[src/rtl/audio_sched.sv]
// audio_sched: time-multiplexes one sample ROM between background music and sound effects.
// Define AUDIO_SCHED_SFX_MIX_EN to mix music and effect with saturation instead of replacing music.
module audio_sched #(
    parameter int MUSIC_END = 13435,
    parameter int SFX0_BASE = 13436,
    parameter int SFX1_BASE = 15484,
    parameter int SFX_LEN   = 2048,
    parameter int RATE_DIV  = 10
) (
    input  logic        Clk,
    input  logic        Reset,
    input  logic        INIT_FINISH,
    input  logic        data_over,
    input  logic        music_en,
    input  logic [1:0]  sfx_req,
    output logic [15:0] rom_addr,
    input  logic [15:0] rom_data,
    output logic [15:0] sample,
    output logic        sample_valid,
    output logic        sfx_busy,
    output logic        overrun
);
    typedef enum logic [2:0] {IDLE, WAIT, M_ADDR, M_DATA, S_ADDR, S_DATA, EMIT} state_t;
    localparam logic [15:0] ME    = 16'(MUSIC_END);
    localparam logic [15:0] B0    = 16'(SFX0_BASE);
    localparam logic [15:0] B1    = 16'(SFX1_BASE);
    localparam logic [15:0] LAST  = 16'(SFX_LEN - 1);
    localparam logic [15:0] DLAST = 16'(RATE_DIV - 1);
    state_t      state_q;
    logic [15:0] maddr_q, div_q, off_q, mus_q, mix_d;
    logic        act_q, id_q, pend_q, pid_q;
    logic        req_id_d, take_d, sel_d, sel_id_d;
    // Effect id 0 is the line clear (highest priority), id 1 the drop.
    assign req_id_d = ~sfx_req[0];
    assign take_d   = |sfx_req && (!sfx_busy || (!req_id_d && (pend_q ? pid_q : id_q)));
    assign sel_d    = take_d | pend_q;
    assign sel_id_d = take_d ? req_id_d : pid_q;
    assign sfx_busy = act_q | pend_q;
`ifdef AUDIO_SCHED_SFX_MIX_EN
    logic [15:0] eff_d;
    logic [16:0] sum_d;
    always_comb begin
        eff_d = act_q ? rom_data : 16'h0000;
        sum_d = {mus_q[15], mus_q} + {eff_d[15], eff_d};
        mix_d = (sum_d[16] != sum_d[15]) ? (sum_d[16] ? 16'h8000 : 16'h7FFF) : sum_d[15:0];
    end
`else
    assign mix_d = act_q ? rom_data : mus_q;
`endif
    always_ff @(posedge Clk) begin
        if (Reset) begin
            state_q      <= IDLE;
            rom_addr     <= '0;
            sample       <= '0;
            sample_valid <= 1'b0;
            overrun      <= 1'b0;
            maddr_q      <= '0;
            div_q        <= '0;
            off_q        <= '0;
            mus_q        <= '0;
            act_q        <= 1'b0;
            id_q         <= 1'b0;
            pend_q       <= 1'b0;
            pid_q        <= 1'b0;
        end else begin
            sample_valid <= 1'b0;
            if (data_over && INIT_FINISH && state_q != WAIT) overrun <= 1'b1;
            if (take_d) begin
                pend_q <= 1'b1;
                pid_q  <= req_id_d;
            end
            if (!INIT_FINISH) state_q <= IDLE;
            else case (state_q)
                IDLE: state_q <= WAIT;
                WAIT: if (data_over) begin
                    state_q  <= M_ADDR;
                    rom_addr <= maddr_q;
                    // A pending (or same-cycle) request starts on this tick at offset 0.
                    if (sel_d) begin
                        act_q  <= 1'b1;
                        id_q   <= sel_id_d;
                        off_q  <= '0;
                        pend_q <= 1'b0;
                    end
                end
                M_ADDR: state_q <= M_DATA;
                M_DATA: begin
                    state_q  <= S_ADDR;
                    mus_q    <= music_en ? rom_data : 16'h0000;
                    rom_addr <= (id_q ? B1 : B0) + off_q;
                end
                S_ADDR: state_q <= S_DATA;
                S_DATA: begin
                    state_q      <= EMIT;
                    sample       <= mix_d;
                    sample_valid <= 1'b1;
                end
                EMIT: begin
                    state_q <= WAIT;
                    if (music_en) begin
                        div_q <= (div_q == DLAST) ? '0 : div_q + 1'b1;
                        if (div_q == DLAST) maddr_q <= (maddr_q == ME) ? '0 : maddr_q + 1'b1;
                    end
                    if (act_q) begin
                        act_q <= off_q != LAST;
                        off_q <= (off_q == LAST) ? '0 : off_q + 1'b1;
                    end
                end
                default: state_q <= IDLE;
            endcase
        end
    end
endmodule

[config.mk]
export PLATFORM = sky130hd
export DESIGN_NAME = audio_sched
export DESIGN_NICKNAME = d
export VERILOG_FILES = /design/src/rtl/audio_sched.sv
export SDC_FILE = /design/constraint.sdc
export NUM_CORES = 1
export LEC_CHECK = 0
export ABC_AREA = 0
export CORE_ASPECT_RATIO = 0.6
export CORE_MARGIN = 4
export CORE_UTILIZATION = 35
export CTS_CLUSTER_SIZE = 40
export DETAILED_ROUTE_END_ITERATION = 12
export GPL_TIMING_DRIVEN = 0
export SETUP_SLACK_MARGIN = 0.5
export SLEW_MARGIN = 20
export SYNTH_ARGS = -nofsm -noshare
export SYNTH_HDL_FRONTEND = slang
export SYNTH_SLANG_ARGS = --single-unit
[constraint.sdc]
create_clock -name Clk -period 3 [get_ports Clk]
set_input_delay 0.75 -clock Clk [delete_from_list [all_inputs] [get_ports Clk]]
set_output_delay 0.75 -clock Clk [all_outputs]
set_load 0.05 [all_outputs]
# --- Yosys cells after proc, flatten, opt, wreduce, memory -nomap -nowiden ---
# Index checks and enable logic that the tools add are counted.
op_classes:
  n_addsub: 4
  eq_ne: 14
  muxes: 26
  order_cmp: 0
  reduce_logical: 20
  shifts: 0
  n_bitwise: 4
  div: 0
  multipliers: 0
ops:
  columns: ["operator", "n"]
  rows:
  - ["16-bit 2-to-1 mux", 9]
  - ["16-bit one-hot mux with 2 select lines", 2]
  - ["16-bit by 1-bit adder with 16-bit output, second input constant", 3]
  - ["3-bit one-hot mux with 6 select lines", 1]
  - ["14-bit by 16-bit adder with 16-bit output", 1]
  - ["16-bit by 11-bit equality test with 1-bit output, second input constant", 1]
  - ["16-bit by 14-bit equality test with 1-bit output, second input constant", 1]
  - ["16-bit by 4-bit equality test with 1-bit output, second input constant", 1]
  - ["16-bit by 11-bit inequality test with 1-bit output, second input constant", 1]
  - ["12-bit 2-to-1 mux", 1]
  - ["4-bit AND reduction", 3]
  - ["1-bit 2-to-1 mux", 11]
  - ["3-bit equality test, second input constant", 3]
  - ["3-bit by 2-bit equality test with 1-bit output, second input constant", 2]
  - ["2-bit inequality test, second input constant", 3]
  - ["3-bit AND reduction", 2]
  - ["2-bit OR reduction", 3]
  - ["5-bit AND reduction", 1]
  - ["1-bit logical AND", 4]
  - ["2-bit AND reduction", 2]
  - ["2-bit nonzero test", 2]
  - ["3-bit by 1-bit equality test with 1-bit output, second input constant", 1]
  - ["3-bit logical NOT", 1]
  - ["3-bit 2-to-1 mux", 1]
  - ["other kinds (6)", 8]
word_totals:
  elab_cells: 81
  input_bits: 23
  mem_bits_ro: 0
  memories: 0
  regBits: 105
  latchBits: 0
  output_inout_bits: 35
  mem_bits_rw: 0

# --- Depth between registers and ports, before layout ---
# Gate-level depths: netlist (run 1).
depth:
  depth_word: 9
  mapped_depth: 9
  ltp_nobuf: 7

# --- Worst setup path before layout (run 1) ---
# No wires, ideal clock.
synth_timing:
  path_type: "input to register"
  start: "input INIT_FINISH"
  end: "register maddr_q[13]"
  required_time_ps: 2930
  t_arrival_ps: 2293
  path_stages: 8
  path_buffers: 3
  setup_ps: 70
  path_slack_ps: 637
  cell_sequence: "buf_2 > and4b_1 > buf_4 > nand4_2 > or2_1 > buf_6 > or4_1 > a21oi_1"
synth_between:
  elab_chain_cells: 1
synth_lines:
  columns: ["element", "line", "text"]
  rows:
  - ["start, declared", "12", "input logic INIT_FINISH,"]
  - ["4-bit AND reduction (no line)", null, null]
  - ["end signal, assigned", "102", "if (div_q == DLAST) maddr_q <= (maddr_q == ME) ? '0 : maddr_q + 1'b1;"]
  - ["end, declared", "30", "logic [15:0] maddr_q, div_q, off_q, mus_q, mix_d;"]
# Every way passes these cells.
# A chain may end at the register's enable or synchronous reset.

# --- Final worst setup path (run 1) ---
layout_timing:
  start: "register act_q"
  end: "output sfx_busy"
layout_between:
  elab_chain_cells: 1
layout_lines:
  columns: ["element", "line", "text"]
  rows:
  - ["start, declared", "31", "logic act_q, id_q, pend_q, pid_q;"]
  - ["start signal, assigned", "61", "act_q <= 1'b0;"]
  - ["start signal, assigned", "80", "act_q <= 1'b1;"]
  - ["start signal, assigned", "105", "act_q <= off_q != LAST;"]
  - ["1-bit OR", "38", "assign sfx_busy = act_q | pend_q;"]
  - ["end, declared", "20", "output logic sfx_busy,"]
# Every way passes these cells.

==> flow_metrics.env, run 1 <==
export IMPL_status="complete, no violations"
export IMPL_reg2reg_to="off_q[5]"
export IMPL_slew_headroom_pct=38.0
export IMPL_cts_hold_buf=0
export IMPL_whs_path_depth=2
export IMPL_cp_start_kind="flip-flop"
export IMPL_place_gp_congestion=0.870
export IMPL_hold_class="reg -> reg"
export IMPL_final_nets=733
export IMPL_start_util_pct=35.7
export IMPL_finalSetupViolCount=0
export IMPL_antenna_found_initial=0
export IMPL_grt_pass1_wl_mm=24.7
export IMPL_cts_tree="built"
export IMPL_crit_path_end_kind="primary output"
export IMPL_viasPerCell=5.57
export IMPL_syn_area_um2=5180
export IMPL_synth_seq_area_share_pct=40.6
export IMPL_syn_to_final_growth_pct=22.4
export IMPL_drv_slew=0
export IMPL_grt_max_degree=20
export IMPL_finish_utilization_pct=43.7
export IMPL_dp_hpwl_mm=11.4
export IMPL_syn_nets=666
export IMPL_ys_flop_type="dfxtp_1"
export IMPL_r2r_cells=5
export IMPL_ant_nets=0
export IMPL_setup_tns_ns=0
export IMPL_root_buffer="clkbuf_16"
export IMPL_grt_pass1_vias=4644
export IMPL_die_x_um=165
export IMPL_worstSetupPathType="reg -> out"
export IMPL_clock_skew_ns=0.00905
export IMPL_clkLatencyLatePin_ns=0.35
export IMPL_worstHoldStart="mus_q[0]"
export IMPL_final_common_cell="dfxtp_1"
export IMPL_fin_crit_ns=2.44
export IMPL_num_vias=5050
export IMPL_final_area_um2=6340
export IMPL_coreArea_um2=14500
export IMPL_cts_sinks=105
export IMPL_syn_area_per_cell_um2=8.14
export IMPL_insertedDiodeCount=0
export IMPL_numCtsBuffers=9
export IMPL_synth_seq_cells=105
export IMPL_dr_pass1_iters=5
export IMPL_synth_distinct_cells=59
export IMPL_hold_viol=0
export IMPL_fin_crit_sh_pct=81.4
export IMPL_path_depth=4
export IMPL_grt_overflow=0
export IMPL_die_h_um=102
export IMPL_syn_instance_count=636
export IMPL_drive_gt1_share_pct=5.79
export IMPL_clock_fmax_mhz=410
export IMPL_fillers=1460
export IMPL_worstHoldEndpoint="mus_q[0]"
export IMPL_totalWireLength_mm=15.2
export IMPL_mostFrequentLayoutCells="dfxtp_1, nand2_1, nor2_1"
export IMPL_power_leakage_nw=1.99
export IMPL_maxCapViolations=0
export IMPL_drtIter0Drc=366
export IMPL_power_density_nw_per_um2=455
export IMPL_htree_levels=3
export IMPL_path_cells="buf_2 -> nor2_1 -> inv_1 -> clkdlybuf4s15_1"
export IMPL_drc=0
export IMPL_ys_warn_count=0
export IMPL_rrSetupSlack_ns=0.64
export IMPL_synthTopCellsByArea="dfxtp_1, a21oi_1, nand2_1"
export IMPL_critical_path_required_ns=2.25
export IMPL_die_area_um2=16900
export IMPL_ir_drop_mv=0.252
export IMPL_clk_pin_slew_worst_paths_ns=0.08
export IMPL_rsz0062_at_grt="false"
export IMPL_synth_top_area_share_pct=40.6
export IMPL_grt_usage_pct=18.4
export IMPL_worst_path_buf_inv=3
export IMPL_worstSetupStartpoint="act_q"
export IMPL_arrival_ns=1.69
export IMPL_slowest_delay_ns=0.50
export IMPL_clock_tree_buffer_depth=2
export IMPL_post_cts_setup_buffers=0
export IMPL_placed_area_um2=5990
export IMPL_wl_per_cell_um=16.8
export IMPL_cp_max_fo=10
export IMPL_slowest_stage="clkdlybuf4s15_1"
export IMPL_r2r_start="state_q[1]"
export IMPL_async_flop_share_pct=0
export IMPL_io_buffers=56
export IMPL_yosysTopAreaCell="dfxtp_1"
export IMPL_pin_count=58
export IMPL_cp_top_family="buffers and inverters"
export IMPL_tightest_slew_ns=0.924
export IMPL_rows=34
export IMPL_synth_edf_count=0
==> cell usage after synthesis (3+ instances only) <==
| cell type | n |
|---|---|
| dfxtp_1 | 105 |
| nand2_1 | 70 |
| nor2_1 | 65 |
| a21oi_1 | 62 |
| clkbuf_1 | 34 |
| nand3_1 | 30 |
| o21ai_0 | 25 |
| a211oi_1 | 23 |
| a31oi_1 | 19 |
| mux2i_1 | 19 |
| xnor2_1 | 16 |
| nand4_1 | 13 |
| nor3_1 | 12 |
| inv_1 | 10 |
| and3_1 | 9 |
| nor4_1 | 8 |
| or4_1 | 8 |
| buf_2 | 7 |
| ha_1 | 7 |
| xor2_1 | 7 |
| and4_1 | 5 |
| nand4b_1 | 5 |
| o211ai_1 | 5 |
| o31ai_1 | 5 |
| a311oi_1 | 4 |
| and2_1 | 4 |
| buf_1 | 4 |
| nor2b_1 | 4 |
| nor3b_1 | 4 |
| a211o_1 | 3 |
| a21boi_0 | 3 |
| nand2b_1 | 3 |
| nor4b_1 | 3 |
| or3_1 | 3 |
==> state kept, by name, summed over array words and instances (netlist names) <==
name / flops
act_q: 1
pend_q: 1
maddr_q: 16
id_q: 1
rom_addr: 16
state_q: 3
pid_q: 1
mus_q: 16
overrun: 1
sample_valid: 1
off_q: 16
div_q: 16
sample: 16
==> worst max-delay path by stage <==
stage                        endpoint  slack (ns)
after floorplan           maddr_q[13]        0.64
after global placement          act_q      -0.007
after detailed placement   maddr_q[5]       -0.07
after CTS                  maddr_q[2]        0.52
after global routing        div_q[12]        0.51
final                        sfx_busy        0.56
==> what timing repair did <==
item / in CTS / in global routing
pin swaps: 0 / 0
endpoints found under the setup margin: 33 / 29
resized for setup: 4 / 11
hold endpoints to repair: 0 / 0
==> report_power, final <==
group / switching [mW] / internal, mW / total [mW]
combinational: 0.0948 / 0.0553 / 0.150
sequential: 0.00629 / 1.40 / 1.41
clock: 0.574 / 0.752 / 1.33
total: 0.675 / 2.21 / 2.88
==> kinds of logic after synthesis <==
logic type,synth area share [%]
fa+ha+maj,1.69
buf+inv,4.52
mux,3.67
flops,40.6
xor+xnor,3.89
simple gates,26.3
compound gates,19.4
==> final cells by class <==
class                      count  area, µm²  share of cell area (%)
tap                          198        248                    3.91
sequential                   105       2100                    33.2
timing repair buffer          56        561                    8.84
multi-input combinational    474       2850                    45.0
inverter                      10       37.5                   0.592
clock buffer                   9        225                    3.55
buffer                        47        205                    3.24
clock inverter                 7        109                    1.72
==> tightest hold or removal path, stage by stage (launching register included) <==
cell and delay [ns]:
dfxtp_1 0.31, nand2_1 0.05, a21oi_1 0.05
==> layer usage <==
metal  vias up  routed length [µm]  global-route usage (%)
met5         -                   0                       0
met4         0                 138                    3.77
met3        18                 969                    4.27
met2       160                6490                    27.1
met1      2418                7630                    27.6
li1       2454                   -                       -
==> metrics by stage <==
stage	setup slack [ns]	power, mW	hold WS [ns]	cells
floorplan	0.637	1.51	0.431	636
global placement	-0.00679	1.59	0.439	890
detailed placement	-0.0663	1.59	0.443	890
CTS	0.519	2.90	0.454	906
global route	0.505	2.97	0.471	906
finish	0.559	2.88	0.455	906
Power figures use the tool's default switching activity.
==> run 2, diff against run 1 <==
==> constraint.sdc (replaced) <==
create_clock -name Clk -period 2.2 [get_ports Clk]
set_input_delay 0.55 -clock Clk [delete_from_list [all_inputs] [get_ports Clk]]
set_output_delay 0.55 -clock Clk [all_outputs]
set_load 0.05 [all_outputs]
==> run 2 against run 1 <==
Against the previous run: cell count rose by 8.2%; clock-buffer cell count increased by 1; via count is 11% higher; die area stayed put.
==> flow_metrics.env, run 2 (synthesized netlist as in run 1, its figures left out) <==
export IMPL_start_util_pct=35.7
export IMPL_drv_slew=0
export IMPL_arrival_ns=2.24
export IMPL_slowest_delay_ns=0.42
export IMPL_wl_met2_mm=8.10
export IMPL_rsz0062_at_grt="true"
export IMPL_drive_gt1_share_pct=36.3
export IMPL_tightest_slew_ns=0.588
export IMPL_final_cells=980
export IMPL_dr_pass1_iters=5
export IMPL_coreArea_um2=14500
export IMPL_power_leakage_nw=2.67
export IMPL_cts_hold_buf=0
export IMPL_dp_hpwl_mm=11.4
export IMPL_cp_max_fo=6
export IMPL_final_common_cell="dfxtp_1"
export IMPL_final_area_um2=7850
export IMPL_cts_tree="built"
export IMPL_hold_class="reg -> reg"
export IMPL_p_switching_uw=930
export IMPL_grt_pass1_wl_mm=26.3
export IMPL_rows=34
export IMPL_ir_drop_mv=0.356
export IMPL_internal_power_mw=3.04
export IMPL_root_buffer="clkbuf_16"
export IMPL_dr_wl_met3_mm=1.41
export IMPL_final_nets=807
export IMPL_fin_crit_ns=1.95
export IMPL_numCtsBuffers=9
export IMPL_grt_overflow=0
export IMPL_clock_skew_ns=0.00908
export IMPL_mostFrequentLayoutCells="dfxtp_1, buf_4, nand2_1"
export IMPL_p_sw_share_pct=23.4
export IMPL_worst_path_buf_inv=1
export IMPL_hold_viol=0
export IMPL_p_seq_share_pct=48.0
export IMPL_status="complete, no violations"
export IMPL_drc=0
export IMPL_path_cells="nor4_4 -> nand4_4 -> or2_4 -> buf_6 -> or4_4 -> a21oi_2"
export IMPL_finish_utilization_pct=54.1
export IMPL_post_place_ws_ns=-0.630
export IMPL_drtIter0Drc=500
export IMPL_clk_pin_slew_worst_paths_ns=0.08
export IMPL_clkLatencyLatePin_ns=0.36
export IMPL_antenna_found_initial=0
export IMPL_grt_usage_pct=19.8
export IMPL_cp_top_family="simple AND/OR/NAND/NOR gates"
export IMPL_cts_sinks=105
export IMPL_die_x_um=165
export IMPL_worstSetupPathType="reg -> reg"
export IMPL_place_gp_congestion=0.876
export IMPL_num_vias=5590
export IMPL_syn_to_final_growth_pct=51.5
export IMPL_p_clk_share_pct=45.8
export IMPL_totalWireLength_mm=18.1
export IMPL_htree_levels=3
export IMPL_insertedDiodeCount=0
export IMPL_die_area_um2=16900
export IMPL_io_buffers=56
export IMPL_critical_path_required_ns=2.49
export IMPL_top_layer="met4"
export IMPL_placed_area_um2=6070
export IMPL_viasPerCell=5.70
export IMPL_rrSetupSlack_ns=0.25
export IMPL_maxCapViolations=0
export IMPL_ant_nets=0
export IMPL_wl_per_cell_um=18.4
export IMPL_grt_max_degree=19
export IMPL_pin_count=58
export IMPL_clock_fmax_mhz=513
export IMPL_dp_cells=890
export IMPL_layout_setup_ws_ns=0.251
export IMPL_met1_length_mm=8.21
export IMPL_crit_path_end_kind="flip-flop"
export IMPL_clock_tree_buffer_depth=2
export IMPL_combPwrFrac_pct=6.3
export IMPL_slowest_stage="or4_4"
export IMPL_setup_tns_ns=0
export IMPL_slew_headroom_pct=60.8
export IMPL_power_density_nw_per_um2=506
export IMPL_finalSetupViolCount=0
export IMPL_timing_hold_ws_ns=0.452
export IMPL_fin_crit_sh_pct=88.6
export IMPL_grt_pass1_vias=4976
export IMPL_die_h_um=102
export IMPL_cp_start_kind="flip-flop"
export IMPL_power_mw=3.97
## run 2: cell count changes in the layout (fill, tap and decap cells not counted), moves of 8 or more
cell             change
clkbuf_1            -25
a21oi_1             -13
clkbuf_8             +8
dfxtp_2             +17
dfxtp_4             +12
dfxtp_1             -29
buf_4               +64
clkdlybuf4s50_1     -39
o21ai_0              -9
clkdlybuf4s15_2     +34
a21oi_2             +13
buf_6               +20
## run 2: power by group through the flow
stage               Combinational [mW]  Sequential (mW)  Clock [mW]
finish                           0.248             1.90        1.82
global route                     0.262             1.90        1.92
CTS                              0.220             1.91        1.84
detailed placement               0.207             1.96           0
global placement                 0.205             1.96           0
floorplan                       0.0891             1.98           0
## run 2: layer usage
| layer | GRT usage, % | vias to the layer above |
|---|---|---|
| met2 | 28.8 | 251 |
| met5 | 0 | - |
| met4 | 6.58 | 0 |
| met1 | 29.3 | 2702 |
| met3 | 4.15 | 31 |
| li1 | - | 2606 |
## run 2: path summary, 6_finish.rpt
kind / startpoint / end / depth (start not counted)
setup / recovery: div_q[11] / maddr_q[12] / 6
hold / removal: mus_q[4] / mus_q[4] / 2
setup reg to reg: div_q[11] / maddr_q[12] / 6
hold reg to reg: mus_q[4] / mus_q[4] / 2
## run 2: what timing repair did
| action | 4_1_cts | 5_1_grt |
|---|---|---|
| resized for setup | 263 | 107 |
| pin swaps | 41 | 47 |
| setup endpoints to repair | 140 | 85 |
| buffers inserted | 36 | 36 |
| gates cloned | 2 | 0 |
## run 2: layout make-up
cell class,count,area (µm²)
fillers,1255,6660
multi-input cells,474,3410
plain buffers,47,430
flip-flops and latches,105,2170
clock inverters,6,95.1
repair buffers,130,1210
clock buffers,10,239
inverters,10,41.3
well taps,198,248
## run 2: worst min-delay path, cell delays in order (launching register included)
cell	delay, ns
dfxtp_1	0.31
nand2_1	0.05
a21oi_1	0.05
